### config.mk
export PLATFORM = sky130hd
export DESIGN_NAME = tomasulo_core_flat
export DESIGN_NICKNAME = d
export VERILOG_FILES = /design/src/rtl/tomasulo_core_if.sv /design/src/rtl/tomasulo_core.sv /design/src/flat_wrapper.sv
export SDC_FILE = /design/constraint.sdc
export NUM_CORES = 2
export LEC_CHECK = 0
export ABC_AREA = 1
export CAP_MARGIN = 0
export CORE_ASPECT_RATIO = 0.9
export CORE_MARGIN = 3
export CORE_UTILIZATION = 35
export CTS_BUF_LIST = sky130_fd_sc_hd__clkbuf_8
export CTS_CLUSTER_SIZE = 24
export DETAILED_ROUTE_END_ITERATION = 16
export GPL_ROUTABILITY_DRIVEN = 0
export PLACE_DENSITY = 0.54
export SLEW_MARGIN = 20
export SYNTH_ARGS = -nofsm -noshare
export SYNTH_HDL_FRONTEND = slang
export SYNTH_SLANG_ARGS = --single-unit
### constraint.sdc
create_clock -name clk1 -period 8.6 [get_ports clk1]
set_input_delay 1.72 -clock clk1 [delete_from_list [all_inputs] [get_ports clk1]]
set_output_delay 1.72 -clock clk1 [all_outputs]
set_load 0.1 [all_outputs]
### src/rtl/tomasulo_core_if.sv
// Host-side bus of tomasulo_core: issue port, instruction-memory load, CDB monitor, debug read.
interface tomasulo_core_if #(
    parameter int unsigned DATA_W = 16
);
    logic [3:0]        pc;
    logic              issue_en;
    logic              stall;
    logic              imem_we;
    logic [3:0]        imem_waddr;
    logic [15:0]       imem_wdata;
    logic              cdb_valid;
    logic [2:0]        cdb_tag;
    logic [DATA_W-1:0] cdb_data;
    logic [3:0]        dbg_raddr;
    logic [DATA_W-1:0] dbg_rdata;
    logic              idle;

    modport master (
        output pc, issue_en, imem_we, imem_waddr, imem_wdata, dbg_raddr,
        input  stall, cdb_valid, cdb_tag, cdb_data, dbg_rdata, idle
    );

    modport slave (
        input  pc, issue_en, imem_we, imem_waddr, imem_wdata, dbg_raddr,
        output stall, cdb_valid, cdb_tag, cdb_data, dbg_rdata, idle
    );
endinterface

### src/rtl/tomasulo_core.sv
// Single-issue Tomasulo core: add/logic and multiply reservation stations sharing one CDB.
// Define TOMASULO_DIV_EN to execute opcode 6 as unsigned DIV on the multiply unit.
module tomasulo_core #(
    parameter int unsigned DATA_W  = 16,
    parameter int unsigned ADD_RS  = 3,
    parameter int unsigned MUL_RS  = 2,
    parameter int unsigned MUL_LAT = 3
) (
    input logic            clk1,
    input logic            rst,
    tomasulo_core_if.slave bus
);
    localparam int unsigned NumRs = ADD_RS + MUL_RS;
    localparam int unsigned TagW  = 3;
    localparam int unsigned CntW  = (MUL_LAT > 1) ? $clog2(MUL_LAT) : 1;

    typedef enum logic [1:0] {ClsNone, ClsAdd, ClsMul} cls_e;

    function automatic cls_e op_class(input logic [3:0] op);
        cls_e cls;
        cls = ClsNone;
        if (op >= 4'd1 && op <= 4'd4) begin
            cls = ClsAdd;
        end else if (op == 4'd5) begin
            cls = ClsMul;
        end
`ifdef TOMASULO_DIV_EN
        else if (op == 4'd6) begin
            cls = ClsMul;
        end
`endif
        return cls;
    endfunction

    logic [15:0]       r_imem [16];
    logic [DATA_W-1:0] r_regs [16];
    logic [TagW-1:0]   r_qi   [16];

    logic [NumRs-1:0]  r_busy;
    logic [NumRs-1:0]  r_disp;
    logic [3:0]        r_op [NumRs];
    logic [DATA_W-1:0] r_vj [NumRs];
    logic [DATA_W-1:0] r_vk [NumRs];
    logic [TagW-1:0]   r_qj [NumRs];
    logic [TagW-1:0]   r_qk [NumRs];

    logic              r_add_busy;
    logic [TagW-1:0]   r_add_tag;
    logic [DATA_W-1:0] r_add_res;
    logic              r_mul_busy;
    logic [TagW-1:0]   r_mul_tag;
    logic [DATA_W-1:0] r_mul_res;
    logic [CntW-1:0]   r_mul_cnt;

    // CDB: the multiplier always wins; a losing adder simply holds its result.
    logic              w_mul_done, w_add_bcast, w_cdb_valid;
    logic [TagW-1:0]   w_cdb_tag;
    logic [DATA_W-1:0] w_cdb_data;

    always_comb begin
        w_mul_done  = r_mul_busy && (r_mul_cnt == '0);
        w_add_bcast = r_add_busy && !w_mul_done;
        w_cdb_valid = w_mul_done || w_add_bcast;
        w_cdb_tag   = '0;
        w_cdb_data  = '0;
        if (w_mul_done) begin
            w_cdb_tag  = r_mul_tag;
            w_cdb_data = r_mul_res;
        end else if (w_add_bcast) begin
            w_cdb_tag  = r_add_tag;
            w_cdb_data = r_add_res;
        end
    end

    logic [15:0]     w_instr;
    logic [3:0]      w_op, w_rd, w_rs1, w_rs2;
    cls_e            w_cls;
    logic            w_add_free, w_mul_free, w_alloc_ok, w_stall, w_issue;
    logic [TagW-1:0] w_add_idx, w_mul_idx, w_alloc_idx;

    assign w_instr = r_imem[bus.pc];
    assign w_op    = w_instr[15:12];
    assign w_rd    = w_instr[11:8];
    assign w_rs1   = w_instr[7:4];
    assign w_rs2   = w_instr[3:0];
    assign w_cls   = op_class(w_op);

    // Lowest free station per class; only registered busy bits count, so a station
    // freed by this cycle's broadcast is not handed out until the next cycle.
    always_comb begin
        w_add_free = 1'b0;
        w_add_idx  = '0;
        for (int i = int'(ADD_RS) - 1; i >= 0; i--) begin
            if (!r_busy[i]) begin
                w_add_free = 1'b1;
                w_add_idx  = TagW'(i);
            end
        end
        w_mul_free = 1'b0;
        w_mul_idx  = '0;
        for (int i = int'(NumRs) - 1; i >= int'(ADD_RS); i--) begin
            if (!r_busy[i]) begin
                w_mul_free = 1'b1;
                w_mul_idx  = TagW'(i);
            end
        end
    end

    always_comb begin
        w_alloc_ok  = 1'b0;
        w_alloc_idx = w_add_idx;
        if (w_cls == ClsAdd) begin
            w_alloc_ok = w_add_free;
        end else if (w_cls == ClsMul) begin
            w_alloc_ok  = w_mul_free;
            w_alloc_idx = w_mul_idx;
        end
        w_stall = bus.issue_en && (w_cls != ClsNone) && !w_alloc_ok;
        w_issue = bus.issue_en && (w_cls != ClsNone) && w_alloc_ok;
    end

    // Operand capture with CDB bypass for a tag broadcast in the issue cycle.
    logic [TagW-1:0]   w_q1, w_q2, w_t1, w_t2;
    logic [DATA_W-1:0] w_v1, w_v2;

    always_comb begin
        w_q1 = r_qi[w_rs1];
        w_q2 = r_qi[w_rs2];
        w_v1 = '0;
        w_t1 = w_q1;
        if (w_q1 == '0) begin
            w_v1 = r_regs[w_rs1];
        end else if (w_cdb_valid && (w_cdb_tag == w_q1)) begin
            w_v1 = w_cdb_data;
            w_t1 = '0;
        end
        w_v2 = '0;
        w_t2 = w_q2;
        if (w_q2 == '0) begin
            w_v2 = r_regs[w_rs2];
        end else if (w_cdb_valid && (w_cdb_tag == w_q2)) begin
            w_v2 = w_cdb_data;
            w_t2 = '0;
        end
    end

    logic [NumRs-1:0]  w_rdy;
    logic              w_add_go, w_mul_go;
    logic [TagW-1:0]   w_add_sel, w_mul_sel;
    logic [DATA_W-1:0] w_aj, w_ak, w_mj, w_mk, w_alu_res, w_mul_val;

    always_comb begin
        for (int i = 0; i < int'(NumRs); i++) begin
            w_rdy[i] = r_busy[i] && !r_disp[i] && (r_qj[i] == '0) && (r_qk[i] == '0);
        end
        w_add_go  = 1'b0;
        w_add_sel = '0;
        for (int i = int'(ADD_RS) - 1; i >= 0; i--) begin
            if (w_rdy[i]) begin
                w_add_go  = 1'b1;
                w_add_sel = TagW'(i);
            end
        end
        w_mul_go  = 1'b0;
        w_mul_sel = TagW'(ADD_RS);
        for (int i = int'(NumRs) - 1; i >= int'(ADD_RS); i--) begin
            if (w_rdy[i]) begin
                w_mul_go  = 1'b1;
                w_mul_sel = TagW'(i);
            end
        end
        // A unit may take new work in the cycle its result wins the CDB.
        w_add_go = w_add_go && (!r_add_busy || w_add_bcast);
        w_mul_go = w_mul_go && (!r_mul_busy || w_mul_done);
    end

    assign w_aj = r_vj[w_add_sel];
    assign w_ak = r_vk[w_add_sel];
    assign w_mj = r_vj[w_mul_sel];
    assign w_mk = r_vk[w_mul_sel];

    always_comb begin
        w_alu_res = '0;
        case (r_op[w_add_sel])
            4'd1:    w_alu_res = w_aj + w_ak;
            4'd2:    w_alu_res = w_aj - w_ak;
            4'd3:    w_alu_res = w_aj & w_ak;
            4'd4:    w_alu_res = w_aj | w_ak;
            default: w_alu_res = '0;
        endcase
    end

    always_comb begin
        w_mul_val = w_mj * w_mk;
`ifdef TOMASULO_DIV_EN
        if (r_op[w_mul_sel] == 4'd6) begin
            w_mul_val = (w_mk == '0) ? '1 : w_mj / w_mk;
        end
`endif
    end

    always_ff @(posedge clk1) begin
        if (bus.imem_we) begin
            r_imem[bus.imem_waddr] <= bus.imem_wdata;
        end
    end

    always_ff @(posedge clk1) begin
        if (rst) begin
            for (int k = 0; k < 16; k++) begin
                r_regs[k] <= DATA_W'(k);
                r_qi[k]   <= '0;
            end
            r_busy     <= '0;
            r_disp     <= '0;
            r_add_busy <= 1'b0;
            r_add_tag  <= '0;
            r_add_res  <= '0;
            r_mul_busy <= 1'b0;
            r_mul_tag  <= '0;
            r_mul_res  <= '0;
            r_mul_cnt  <= '0;
        end else begin
            if (w_cdb_valid) begin
                r_busy[w_cdb_tag - 3'd1] <= 1'b0;
                r_disp[w_cdb_tag - 3'd1] <= 1'b0;
                for (int k = 0; k < 16; k++) begin
                    if (r_qi[k] == w_cdb_tag) begin
                        r_regs[k] <= w_cdb_data;
                        r_qi[k]   <= '0;
                    end
                end
                for (int i = 0; i < int'(NumRs); i++) begin
                    if (r_busy[i] && (r_qj[i] == w_cdb_tag)) begin
                        r_vj[i] <= w_cdb_data;
                        r_qj[i] <= '0;
                    end
                    if (r_busy[i] && (r_qk[i] == w_cdb_tag)) begin
                        r_vk[i] <= w_cdb_data;
                        r_qk[i] <= '0;
                    end
                end
            end

            if (w_add_go) begin
                r_disp[w_add_sel] <= 1'b1;
                r_add_busy        <= 1'b1;
                r_add_tag         <= w_add_sel + 3'd1;
                r_add_res         <= w_alu_res;
            end else if (w_add_bcast) begin
                r_add_busy <= 1'b0;
            end

            if (w_mul_go) begin
                r_disp[w_mul_sel] <= 1'b1;
                r_mul_busy        <= 1'b1;
                r_mul_tag         <= w_mul_sel + 3'd1;
                r_mul_res         <= w_mul_val;
                r_mul_cnt         <= CntW'(MUL_LAT - 1);
            end else if (w_mul_done) begin
                r_mul_busy <= 1'b0;
            end else if (r_mul_busy) begin
                r_mul_cnt <= r_mul_cnt - 1'b1;
            end

            // Issued after the CDB writeback so a same-cycle WAW leaves the new tag in Qi.
            if (w_issue) begin
                r_busy[w_alloc_idx] <= 1'b1;
                r_disp[w_alloc_idx] <= 1'b0;
                r_op[w_alloc_idx]   <= w_op;
                r_vj[w_alloc_idx]   <= w_v1;
                r_qj[w_alloc_idx]   <= w_t1;
                r_vk[w_alloc_idx]   <= w_v2;
                r_qk[w_alloc_idx]   <= w_t2;
                r_qi[w_rd]          <= w_alloc_idx + 3'd1;
            end
        end
    end

    assign bus.stall     = w_stall;
    assign bus.cdb_valid = w_cdb_valid;
    assign bus.cdb_tag   = w_cdb_tag;
    assign bus.cdb_data  = w_cdb_data;
    assign bus.dbg_rdata = r_regs[bus.dbg_raddr];
    assign bus.idle      = (r_busy == '0) && !r_add_busy && !r_mul_busy;

endmodule

### src/flat_wrapper.sv
// flat-port wrapper written by rule: the top's interface ports become plain ports
module tomasulo_core_flat 
#(
    parameter int unsigned DATA_W  = 16,
    parameter int unsigned ADD_RS  = 3,
    parameter int unsigned MUL_RS  = 2,
    parameter int unsigned MUL_LAT = 3
)
  (clk1, rst, bus_pc, bus_issue_en, bus_imem_we, bus_imem_waddr, bus_imem_wdata, bus_dbg_raddr, bus_stall, bus_cdb_valid, bus_cdb_tag, bus_cdb_data, bus_dbg_rdata, bus_idle);
  tomasulo_core_if #(.DATA_W(DATA_W)) bus_i ();
  input logic clk1;
  input logic rst;
  input wire logic [$bits(bus_i.pc)-1:0] bus_pc;
  input wire logic [$bits(bus_i.issue_en)-1:0] bus_issue_en;
  input wire logic [$bits(bus_i.imem_we)-1:0] bus_imem_we;
  input wire logic [$bits(bus_i.imem_waddr)-1:0] bus_imem_waddr;
  input wire logic [$bits(bus_i.imem_wdata)-1:0] bus_imem_wdata;
  input wire logic [$bits(bus_i.dbg_raddr)-1:0] bus_dbg_raddr;
  output wire logic [$bits(bus_i.stall)-1:0] bus_stall;
  output wire logic [$bits(bus_i.cdb_valid)-1:0] bus_cdb_valid;
  output wire logic [$bits(bus_i.cdb_tag)-1:0] bus_cdb_tag;
  output wire logic [$bits(bus_i.cdb_data)-1:0] bus_cdb_data;
  output wire logic [$bits(bus_i.dbg_rdata)-1:0] bus_dbg_rdata;
  output wire logic [$bits(bus_i.idle)-1:0] bus_idle;
  assign bus_i.pc = bus_pc;
  assign bus_i.issue_en = bus_issue_en;
  assign bus_i.imem_we = bus_imem_we;
  assign bus_i.imem_waddr = bus_imem_waddr;
  assign bus_i.imem_wdata = bus_imem_wdata;
  assign bus_i.dbg_raddr = bus_dbg_raddr;
  assign bus_stall = bus_i.stall;
  assign bus_cdb_valid = bus_i.cdb_valid;
  assign bus_cdb_tag = bus_i.cdb_tag;
  assign bus_cdb_data = bus_i.cdb_data;
  assign bus_dbg_rdata = bus_i.dbg_rdata;
  assign bus_idle = bus_i.idle;
  tomasulo_core #(.DATA_W(DATA_W), .ADD_RS(ADD_RS), .MUL_RS(MUL_RS), .MUL_LAT(MUL_LAT)) u_core (.clk1(clk1), .rst(rst), .bus(bus_i));
endmodule
==> out/metrics.sh <==
YOSYSMOSTFREQUENTCELL='sky130_fd_sc_hd__nand2_1'
TOP_LEVEL_PINS=70
POSTSYNTHAREAPERCELL_UM2=8.567
YS.WARNINGS.COUNT=0
CLOCK_TRANSITION_TIME_AT_THE_FLIP_FLOP_CLOCK_PINS_OF_THE_WORST_SETUP_AND_HOLD_PATHS_PS=60
FINCLKSKEW_PS=56.39
CLOCK.FMAX_GHz=0.1281
SETUP-TNS-FINAL_PS=0
TRITONCTS.NUM_BUFFERS=148
GLOBALROUTE.TOTALOVERFLOW=0
DIE_WIDTH_UM=397.9
REGTOREGSETUPSLACK_PS=790
NUMBER_OF_H_TREE_BRANCHING_LEVELS=4
POST_SYNTH_INST_COUNT=5648
YOSYS.AREA.TOP_TYPE='sky130_fd_sc_hd__edfxtp_1'
WORSTPATHARRIVAL_PS=8580
POST_ROUTE_CELLS_DRIVE_ABOVE_1_SHARE_PCT=7.809
SYNTH_ENABLE_FLOP_CELLS=762
CTS_POST_SETUP_BUFFERS_INSERTED=0
HP-CLASS='register to register'
START_UTIL_PCT=35.50
STATIC-LEAKAGE-POWER_nW=21.53
YOSYS.CELL_TYPES.COUNT=55
DIE_H_UM=358.7
FINAL.MIN_CLOCK_PERIOD_PS=7808
CRIT_PATH_MAX_INCR_DELAY_PS=820
CAP_VIOL_MAX_COUNT=0
CRIT_START='u_core.r_busy[4]'
RUN_STATUS='finished clean'
SHARE_COMB_OF_TOTAL_POWER_PCT=15.9
PORTBUFFERS=69
CRITICAL_PATH.REG2REG.ENDPOINT='u_core.r_mul_res[15]'
TRITONCTS='yes'
CORE_UM2=136300
POWER.IR.VDD_WORST_V=0.00009191
ROUTE.FINAL.WIRE_LENGTH_MM=168.5
DRT-INITIAL-DRC-COUNT=4739
PWR_DENSITY_CELL_nW_PER_UM2=177.7
TIMING.CRITICAL_PATH.REQUIRED_PS=9370
NUMBER_OF_HOLD_BUFFERS_ADDED_AFTER_CTS=0
GRT_PASS1_VIAS=38030
AREAGROWTHSYNTHTOFINISH_PCT=10.38
INTPOWER_mW=6.574
DRT_DRC_VIOLATIONS_LEFT=0
DETAIL-ROUTE-ANTENNA-NETS=0
NETLIST_AREA_UM2=48390
RSZ0062_AT_GRT='no'
SYNTH-ASYNC-RESET-RATIO_PCT=0
NFILLCELLS=13710
DRT_FIRST_PASS_ITERS=7
WORST_SKEW_PAIR.LATE_LATENCY_PS=890
SYNTH.AREA.TOP_CELLS='sky130_fd_sc_hd__edfxtp_1, sky130_fd_sc_hd__nand2_1, sky130_fd_sc_hd__o21ai_0'
WORST-PATH-MAX-FANOUT=45
R2R_CELLS=31
SW_FRAC_OF_TOTAL_PCT=30.73
WORSTSETUPENDPOINT='u_core.r_mul_res[15]'
CRITPATHMOSTFREQUENTCELL='sky130_fd_sc_hd__inv_1'
POST_CTS_RESIZED=0
GRT_ANTENNA_BEFORE_REPAIR=3
SETUP_VIOL=0
CRIT_PATH_END_KIND='register'
SYNTH_TOP_AREA_SHARE_PCT=47.29
YS_SEQ_AREA_SHARE_PCT=49.40
HPWLAFTERDP_MM=107.1
SEQ_POWER_SHARE_PCT=46.8
WORST_SLEW_MARGIN_REL_PCT=23.51
CTS-ROOT-BUF='sky130_fd_sc_hd__clkbuf_8'
CP-START-KIND='register'
NUMPLACEDINSTANCES=7283
ROW_COUNT=128
CP_SLOWEST_CELL='sky130_fd_sc_hd__o21ai_0'
WORSTREG2REGSTART='u_core.r_busy[4]'
SYNTH_NETS=5831
FINAL.PERIOD_UTILIZATION_PCT=90.79
GRT_MAX_DEGREE=206
FINAL_NET_COUNT=5796
FINAL-INSTANCE-COUNT-EXCL-FILL=7545
LEADING_REGISTER_CELL_TYPE_OUT_OF_SYNTHESIS='sky130_fd_sc_hd__edfxtp_1'
DIE-AREA_UM2=142800
CLOCK-SINKS=813
TRACK_USAGE_PCT=23.15
CLASSIFICATION_OF_THE_WORST_SETUP_PATH='register to register'
SLEW_VIOL_FINAL=0
WORSTMARGINPINSLEW_PS=1144
P_SW_mW=2.916
VIA_PER_INST=5.450
SYNTH.FF_LATCH_COUNT=813
ROUTED_WIRE_LENGTH_PER_INSTANCE_UM=22.33
CLOCK_PATH_BUFFERS=3
YOSYS-TOP-CELLS-COUNT='sky130_fd_sc_hd__nand2_1, sky130_fd_sc_hd__edfxtp_1, sky130_fd_sc_hd__inv_1'
CLOCKPOWERSHARE_PCT=37.4
NUM_VIAS=41120
GRT_PASS1_WL_MM=248.0
HOLD_VIOLATIONS=0
[layout by cell type, fill, tap and decap left out, types with 5 or more instances in the layout]
cell / count
sky130_fd_sc_hd__nor3_1: 15
sky130_fd_sc_hd__nand2_2: 30
sky130_fd_sc_hd__o21ai_0: 521
sky130_fd_sc_hd__clkinv_2: 10
sky130_fd_sc_hd__clkbuf_8: 153
sky130_fd_sc_hd__clkinv_1: 34
sky130_fd_sc_hd__ha_1: 70
sky130_fd_sc_hd__o21ai_2: 5
sky130_fd_sc_hd__inv_2: 16
sky130_fd_sc_hd__nor2_1: 496
sky130_fd_sc_hd__a31oi_1: 19
sky130_fd_sc_hd__nand3_4: 11
sky130_fd_sc_hd__a21oi_1: 292
sky130_fd_sc_hd__nand3_2: 30
sky130_fd_sc_hd__mux2i_1: 16
sky130_fd_sc_hd__nand2_4: 14
sky130_fd_sc_hd__edfxtp_1: 762
sky130_fd_sc_hd__nand3b_1: 25
sky130_fd_sc_hd__o211ai_1: 104
sky130_fd_sc_hd__o21ai_1: 32
sky130_fd_sc_hd__nand2_1: 1423
sky130_fd_sc_hd__dfxtp_1: 51
sky130_fd_sc_hd__o2111ai_1: 10
sky130_fd_sc_hd__buf_4: 97
sky130_fd_sc_hd__o22ai_1: 55
sky130_fd_sc_hd__inv_1: 588
sky130_fd_sc_hd__nor2_2: 15
sky130_fd_sc_hd__o41ai_2: 7
sky130_fd_sc_hd__inv_12: 7
sky130_fd_sc_hd__or2_2: 6
sky130_fd_sc_hd__clkdlybuf4s50_1: 61
sky130_fd_sc_hd__nand3_1: 433
sky130_fd_sc_hd__buf_12: 6
sky130_fd_sc_hd__xnor2_1: 23
sky130_fd_sc_hd__fa_1: 81
sky130_fd_sc_hd__o221ai_1: 88
sky130_fd_sc_hd__xor2_1: 55
sky130_fd_sc_hd__nor2_4: 14
[power by group through the flow]
stage | clock (mW) | combinational, mW | sequential (mW)
after global routing | 3.81 | 1.62 | 4.44
after floorplan | 0 | 0.978 | 4.51
after detailed placement | 0 | 1.47 | 4.52
after CTS | 3.62 | 1.48 | 4.44
after global placement | 0 | 1.47 | 4.52
final | 3.55 | 1.50 | 4.44
[metal layers]
layer	share of wire, %	wire, µm	global-route usage, %
met2	44	74190	35.77
met5	0.0065	11	0
met1	43	72490	31.99
met4	4.1	6904	9.684
met3	8.8	14910	4.167
[worst min-delay path by stage]
stage                              startpoint                  end  cells after the start  slack [ps]
after floorplan           u_core.r_add_tag[2]  u_core.r_add_tag[2]                      2         420
after global placement    u_core.r_add_tag[2]  u_core.r_add_tag[2]                      2         440
after detailed placement  u_core.r_add_tag[2]  u_core.r_add_tag[2]                      2         450
after CTS                 u_core.r_add_tag[2]  u_core.r_add_tag[2]                      2         460
after global routing      u_core.r_add_res[4]  u_core.r_add_res[4]                      2         480
final                     u_core.r_add_tag[2]  u_core.r_add_tag[2]                      2         460
[stage by stage]
step	total power, mW	cell area (µm²)	worst slack [ps]	util (%)	hold slack [ps]
2_1_floorplan	5.484	48390	2450	-	424.7
3_3_place_gp	5.982	50610	959.8	37.13	436.7
3_5_place_dp	5.991	50620	889.6	37.14	453.4
4_1_cts	9.536	53410	919.2	39.19	462.7
5_1_grt	9.870	53410	224.0	39.19	476.2
6_report	9.490	53410	792.3	39.19	463.0
[cell type report]
class	instances	area, µm²	share of cell area, %
flip-flops and latches	813	23900	44.75
clock inverters	108	681.9	1.277
well taps	1820	2277	4.263
repair buffers	169	1490	2.790
multi-input cells	3917	20820	38.98
inverters	564	2130	3.987
clock buffers	153	2106	3.942
diodes	1	2.502	0.004685
[sequential cells by signal, summed over array words and instances, names as in the netlist, 12 cells and up]
register and flops:
u_core.r_qj 15, u_core.r_vk 80, u_core.r_regs 256, u_core.r_qi 48, u_core.r_qk 15, u_core.r_vj 80, u_core.r_op 12, u_core.r_mul_res 16
u_core.r_add_res 16, u_core.r_imem 256
[critical path: cells and delay by family (launching register included)]
family                   cells  cell delay, ps
AO/OA/AOI/OAI                3            1160
buffers and inverters        8             710
adder cells (fa/ha/maj)      7            3190
AND/OR/NAND/NOR             13            2190
flip-flops                   1             460
[logic make-up (layout without fill, tap and decap cells)]
kind of cell	Yosys count	after routing	share of synthesized area, %
muxes	16	16	0.3310
AOI/OAI and AO/OA	1152	1152	13.61
adders and majority gates	151	151	5.161
and+or+nand+nor	2520	2520	22.16
xor gates and xnor gates	78	78	1.412
buffers and inverters	918	994	7.923
other	0	1	0
DFF	813	813	49.40
Note: power is estimated with default switching activity, not from simulation.
